File: src/rtl/bus_pkg.sv
// Shared definitions for the lab03 bus sequencer: opcodes, FSM states,
// bus mux source codes and instruction field positions.
package bus_pkg;

  // Low two opcode bits; opcode[2]=1 is the reserved (no-op) group.
  typedef enum logic [1:0] {
    MV  = 2'd0,
    MVI = 2'd1,
    ADD = 2'd2,
    SUB = 2'd3
  } opcode_e;

  typedef enum logic [1:0] {
    IDLE = 2'd0,
    T1   = 2'd1,
    T2   = 2'd2,
    T3   = 2'd3
  } state_e;

  localparam logic [3:0] SEL_C  = 4'd0;
  localparam logic [3:0] SEL_R0 = 4'd1;
  localparam logic [3:0] SEL_A  = 4'd9;

  localparam int FLD_W  = 3;
  localparam int OP_MSB = 15;
  localparam int RX_MSB = 12;
  localparam int RY_MSB = 9;
  localparam int IR_LSB = RY_MSB - FLD_W + 1;
  localparam int IR_W   = OP_MSB - IR_LSB + 1;

  function automatic logic [3:0] sel_reg(input logic [2:0] r);
    return SEL_R0 + {1'b0, r};
  endfunction

endpackage

File: src/rtl/bus_ctrl_if.sv
// Instruction issue and bus-control signals between the sequencer and the
// datapath. run is a valid strobe; it is taken only while busy is low (ready = !busy).
interface bus_ctrl_if #(
  parameter int W = 16
);
  logic         run;
  logic [W-1:0] instr;
  logic [3:0]   sel;
  logic [7:0]   r_we;
  logic         a_we;
  logic         x_we;
  logic         c_we;
  logic         alu_sub;
  logic         busy;
  logic         done;
  logic [1:0]   dbg_state;

  modport master (
    output run, instr,
    input  sel, r_we, a_we, x_we, c_we, alu_sub, busy, done, dbg_state
  );

  modport slave (
    input  run, instr,
    output sel, r_we, a_we, x_we, c_we, alu_sub, busy, done, dbg_state
  );
endinterface

File: src/rtl/bus_ctrl_dec3to8.sv
// 3-to-8 one-hot decoder with enable; produces the R0-R7 load enables.
module dec3to8 (
  input  logic [2:0] idx,
  input  logic       en,
  output logic [7:0] onehot
);
  always_comb begin
    onehot = '0;
    if (en) onehot[idx] = 1'b1;
  end
endmodule

File: src/rtl/bus_ctrl.sv
// Multicycle sequencer for the lab03 datapath: drives the bus mux select and
// the register load enables from a registered state and instruction register.
module bus_ctrl
  import bus_pkg::*;
#(
  parameter int W = 16
) (
  input logic       clk,
  input logic       rst,
  bus_ctrl_if.slave bus
);

  localparam logic [1:0] S_IDLE = IDLE;
  localparam logic [1:0] S_T1   = T1;
  localparam logic [1:0] S_T2   = T2;
  localparam logic [1:0] S_T3   = T3;

  logic [1:0]      state, state_n;
  logic [IR_W-1:0] ir;
  logic [W-1:0]    instr_w;
  logic            unused_instr_bits;

  logic [2:0] rx, ry;
  opcode_e    op;
  logic       reserved;

  logic [3:0] sel_c;
  logic       r_en, a_we_c, x_we_c, c_we_c, alu_sub_c, done_c;
  logic [7:0] r_we_c;

  assign instr_w           = bus.instr;
  assign unused_instr_bits = ^instr_w[IR_LSB-1:0];

  assign reserved = ir[OP_MSB-IR_LSB];
  assign op       = opcode_e'(ir[OP_MSB-IR_LSB-1 -: 2]);
  assign rx       = ir[RX_MSB-IR_LSB -: FLD_W];
  assign ry       = ir[RY_MSB-IR_LSB -: FLD_W];

  always_ff @(posedge clk) begin
    if (rst) begin
      state <= S_IDLE;
      ir    <= '0;
    end else begin
      state <= state_n;
      if (state == S_IDLE && bus.run) ir <= instr_w[OP_MSB:IR_LSB];
    end
  end

  // Outputs depend only on state and IR; run only steers the next state.
  always_comb begin
    state_n   = state;
    sel_c     = SEL_C;
    r_en      = 1'b0;
    a_we_c    = 1'b0;
    x_we_c    = 1'b0;
    c_we_c    = 1'b0;
    alu_sub_c = 1'b0;
    done_c    = 1'b0;
    case (state)
      S_IDLE: begin
        if (bus.run) state_n = S_T1;
      end
      S_T1: begin
        if (reserved) begin
          done_c  = 1'b1;
          state_n = S_IDLE;
        end else begin
          case (op)
            MV: begin
              sel_c   = sel_reg(ry);
              r_en    = 1'b1;
              done_c  = 1'b1;
              state_n = S_IDLE;
            end
            MVI: begin
              a_we_c  = 1'b1;
              state_n = S_T2;
            end
            ADD, SUB: begin
              sel_c   = sel_reg(rx);
              x_we_c  = 1'b1;
              state_n = S_T2;
            end
            default: state_n = S_IDLE;
          endcase
        end
      end
      S_T2: begin
        state_n = S_IDLE;
        if (!reserved) begin
          case (op)
            MVI: begin
              sel_c  = SEL_A;
              r_en   = 1'b1;
              done_c = 1'b1;
            end
            ADD, SUB: begin
              sel_c     = sel_reg(ry);
              c_we_c    = 1'b1;
              alu_sub_c = (op == SUB);
              state_n   = S_T3;
            end
            default: state_n = S_IDLE;
          endcase
        end
      end
      S_T3: begin
        sel_c   = SEL_C;
        r_en    = 1'b1;
        done_c  = 1'b1;
        state_n = S_IDLE;
      end
      default: state_n = S_IDLE;
    endcase
  end

  dec3to8 u_dec (
    .idx    (rx),
    .en     (r_en),
    .onehot (r_we_c)
  );

  assign bus.sel       = sel_c;
  assign bus.r_we      = r_we_c;
  assign bus.a_we      = a_we_c;
  assign bus.x_we      = x_we_c;
  assign bus.c_we      = c_we_c;
  assign bus.alu_sub   = alu_sub_c;
  assign bus.done      = done_c;
  assign bus.busy      = (state != S_IDLE);
  assign bus.dbg_state = state;

  a_rwe_onehot : assert property (@(posedge clk) disable iff (rst) $onehot0(r_we_c));
  a_we_excl    : assert property (@(posedge clk) disable iff (rst)
                                  $onehot0({|r_we_c, a_we_c, x_we_c, c_we_c}));
  a_sel_range  : assert property (@(posedge clk) disable iff (rst) sel_c <= SEL_A);

endmodule

File: src/flat_wrapper.sv
// flat-port wrapper written by rule: the top's interface ports become plain ports
module bus_ctrl_flat import bus_pkg::*;
#(
  parameter int W = 16
)
  (clk, rst, bus_run, bus_instr, bus_sel, bus_r_we, bus_a_we, bus_x_we, bus_c_we, bus_alu_sub, bus_busy, bus_done, bus_dbg_state);
  bus_ctrl_if #(.W(W)) bus_i ();
  input logic clk;
  input logic rst;
  input wire logic [$bits(bus_i.run)-1:0] bus_run;
  input wire logic [$bits(bus_i.instr)-1:0] bus_instr;
  output wire logic [$bits(bus_i.sel)-1:0] bus_sel;
  output wire logic [$bits(bus_i.r_we)-1:0] bus_r_we;
  output wire logic [$bits(bus_i.a_we)-1:0] bus_a_we;
  output wire logic [$bits(bus_i.x_we)-1:0] bus_x_we;
  output wire logic [$bits(bus_i.c_we)-1:0] bus_c_we;
  output wire logic [$bits(bus_i.alu_sub)-1:0] bus_alu_sub;
  output wire logic [$bits(bus_i.busy)-1:0] bus_busy;
  output wire logic [$bits(bus_i.done)-1:0] bus_done;
  output wire logic [$bits(bus_i.dbg_state)-1:0] bus_dbg_state;
  assign bus_i.run = bus_run;
  assign bus_i.instr = bus_instr;
  assign bus_sel = bus_i.sel;
  assign bus_r_we = bus_i.r_we;
  assign bus_a_we = bus_i.a_we;
  assign bus_x_we = bus_i.x_we;
  assign bus_c_we = bus_i.c_we;
  assign bus_alu_sub = bus_i.alu_sub;
  assign bus_busy = bus_i.busy;
  assign bus_done = bus_i.done;
  assign bus_dbg_state = bus_i.dbg_state;
  bus_ctrl #(.W(W)) u_core (.clk(clk), .rst(rst), .bus(bus_i));
endmodule
File: config.mk
export PLATFORM = sky130hd
export DESIGN_NAME = bus_ctrl_flat
export DESIGN_NICKNAME = d
export VERILOG_FILES = /design/src/rtl/bus_pkg.sv /design/src/rtl/bus_ctrl_if.sv /design/src/rtl/bus_ctrl_dec3to8.sv /design/src/rtl/bus_ctrl.sv /design/src/flat_wrapper.sv
export SDC_FILE = /design/constraint.sdc
export NUM_CORES = 1
export LEC_CHECK = 0
export BUFFER_PORTS_ARGS = -buffer_cell sky130_fd_sc_hd__buf_2
export CELL_PAD_IN_SITES_DETAIL_PLACEMENT = 1
export CELL_PAD_IN_SITES_GLOBAL_PLACEMENT = 2
export CORE_MARGIN = 4
export CORE_UTILIZATION = 26
export DETAILED_ROUTE_END_ITERATION = 10
export PLACE_DENSITY = 0.88
export SLEW_MARGIN = 15
export SYNTH_ARGS = -nofsm -noshare
export SYNTH_HDL_FRONTEND = slang
export SYNTH_HIERARCHICAL = 1
export SYNTH_SLANG_ARGS = --single-unit
File: constraint.sdc
create_clock -name clk -period 3.2 [get_ports clk]
set_clock_uncertainty 0.1 [all_clocks]
set_input_delay 0.96 -clock clk [delete_from_list [all_inputs] [get_ports clk]]
set_output_delay 0.96 -clock clk [all_outputs]
set_load 0.05 [all_outputs]
==> flow_summary.ini <==
[drt]
ant_nets = 0
drcViolationCount = 0
routed_wl_um = 2540
vias = 902
firstDrtPassIters = 4
viasPerCell = 4.85
drt_iter0_markers = 60
wl_per_cell_um = 13.7

[final_layout]
area_growth_pct = 30.8
drive_gt1_share_pct = 39.4
diodes = 0
final_cell_area_mm2 = 0.00114
fillers = 398
fin_nets = 169

[worst_setup_path]
ff2ff_path_depth = 6
startpoint = u_core/bus.dbg_state[0]
startpoint_type = register
r2r_setup_slack_ns = 1.44
worstPathRequired_ns = 2.14
path_class = reg -> out
r2r_start = u_core/bus.dbg_state[0]
worstReg2RegEnd = u_core/bus.dbg_state[1]
critPathMaxFanout = 8
end_kind = output port
arrival_ns = 2.03

[synthesis]
synth_warnings = 6
ys_ff_latch = 11
netlist.area_leader.share_pct = 25.4
synth_area_um2 = 868
seq_area_frac_synth_pct = 25.4
synth_edf_count = 0
syn_area_per_cell_um2 = 8.04
synth_ff_type = dfxtp_1
synth_largest_area_cell = dfxtp_1
synthCells = 108
synth_cell_types = 40
async_flop_share_pct = 0
syn_nets = 134
ys_top_cells_by_area = dfxtp_1 25%, ha_1 10%, a21oi_1 8.1%

[global_routing]
grt-ovfl-total = 0
grt_pass1_wl_um = 4130
grt_start_max_net_pins = 14
grt_antenna_before_repair = 0
grt_pass1_vias = 925
grtUsageTotal_pct = 12.1

[place]
pre_cts_slack_ns = 0.330
gp_congestion = 0.768
io_buffers = 31
dpl.hpwl_um = 2010
place_area_mm2 = 0.00111

[clocking]
cts.sinks = 11
cts_resized = 0
cts_buffers = 3
clk_pin_slew_ns = 0.07
cts_root_buffer = clkbuf_4
htreeDepth = 1
clock_path_buffers = 2
tritoncts = done
insertion_delay_ns = 0.26
holdBufCountCts = 0
post_cts_buffers = 0

[hold_path]
holdPathEnd = u_core/ir[1]
hp-start = u_core/ir[1]
hp-class = reg -> reg
hold_depth = 2

[power_and_ir_drop]
power_uw = 381
p_leak_uw = 0.000530
irDropWorstVdd_mv = 0.105
powerDensity_mw_per_mm2 = 336

[timing]
rsz0062_at_grt = no
setup_viol = 0
tns_ns = 0
slew_headroom_pct = 74.0
fin_ws_ns = 0.113
finalCritPeriodShare_pct = 96.5
max_freq_ghz = 0.324
drv_slew = 0
tightest_slew_ns = 0.389
hold_viol = 0
whs_ns = 0.385
final.min_clock_period_ns = 3.09

[floorplan]
dieHeight_um = 65.8
io_pins = 39
start_util_pct = 27.8
row_count = 20
core_mm2 = 0.00313
dieWidth_um = 65.8
die_area_mm2 = 0.00433

[flow_run]
drv_cap = 0

[status]
status = complete, no violations
-- metal layers --
layer / GRT usage [%] / wire, µm
met5: 0 / 0
met4: 6.99 / 34
met3: 1.87 / 101
met2: 22.0 / 1320
met1: 13.1 / 1090
-- power by group --
part	total [µW]	leakage (µW)	switching, µW	internal, µW
Clock	91.7	0.0000150	43.5	48.1
Sequential	161	0.0000903	14.9	146
Combinational	128	0.000425	82.9	45.5
Total	381	0.000530	141	240
-- state kept, by name, indices dropped and copies added (netlist names) --
name,flops
u_core/bus.dbg_state,2
u_core/ir,9
-- placed cells by master (no fill, tap or decap), types with 2 or more instances in the layout --
cell type	instances
a21oi_1	14
and3_1	2
and4b_2	3
and4bb_2	3
buf_2	31
buf_4	5
clkbuf_4	3
dfxtp_1	11
ha_1	7
inv_1	4
nand2_1	14
nand2b_1	2
nand3_1	9
nor2b_1	3
nor3_1	2
o31ai_2	3
-- cell families after synthesis --
kind of cell	after synthesis	share of synthesized area, %
compound gates	25	17.4
xor+xnor	2	2.02
fa+ha+maj	7	10.1
buf+inv	10	5.47
flops	11	25.4
mux	1	1.30
simple gates	52	38.3
-- worst max-delay path: stages, from the launching register on --
cell and delay [ns]:
dfxtp_1 0.39, inv_1 0.12, ha_1 0.23, mux2_2 0.27
a21oi_1 0.20, nor2_2 0.11, and4bb_2 0.24, buf_2 0.21
-- layout make-up --
| type | count | area (µm²) | area share [%] |
|---|---|---|---|
| tap | 44 | 55.1 | 4.85 |
| timing repair buffer | 36 | 193 | 17.0 |
| clock buffer | 4 | 26.3 | 2.31 |
| multi-input combinational | 87 | 627 | 55.2 |
| inverter | 4 | 15.0 | 1.32 |
| sequential | 11 | 220 | 19.4 |
-- worst max-delay path by stage --
| stage | depth (start not counted) | end | slack (ns) |
|---|---|---|---|
| after global routing | 7 | bus_r_we[1] | 0.02 |
| after CTS | 7 | bus_r_we[1] | 0.03 |
| final | 7 | bus_r_we[1] | 0.11 |
| after global placement | 7 | bus_r_we[0] | 0.46 |
| after floorplan | 5 | bus_r_we[0] | 0.01 |
| after detailed placement | 7 | bus_r_we[1] | 0.33 |
-- per-stage QoR --
step	std cells	util, %
global route	186	36.3
floorplan	108	-
CTS	186	36.2
detailed placement	182	35.4
global placement	182	35.4
finish	186	36.3
-- cell usage after synthesis, types with 2 or more instances --
| cell | count |
|---|---|
| buf_2 | 2 |
| clkbuf_1 | 3 |
| inv_1 | 4 |
| and4b_2 | 3 |
| and3_1 | 2 |
| nor3_1 | 2 |
| and4bb_2 | 3 |
| o31ai_1 | 3 |
| nand3_1 | 9 |
| nand2_1 | 14 |
| ha_1 | 7 |
| nor2b_1 | 3 |
| nor2_1 | 2 |
| nand2b_1 | 2 |
| dfxtp_1 | 11 |
| a21oi_1 | 14 |
Power figures use the tool's default switching activity.
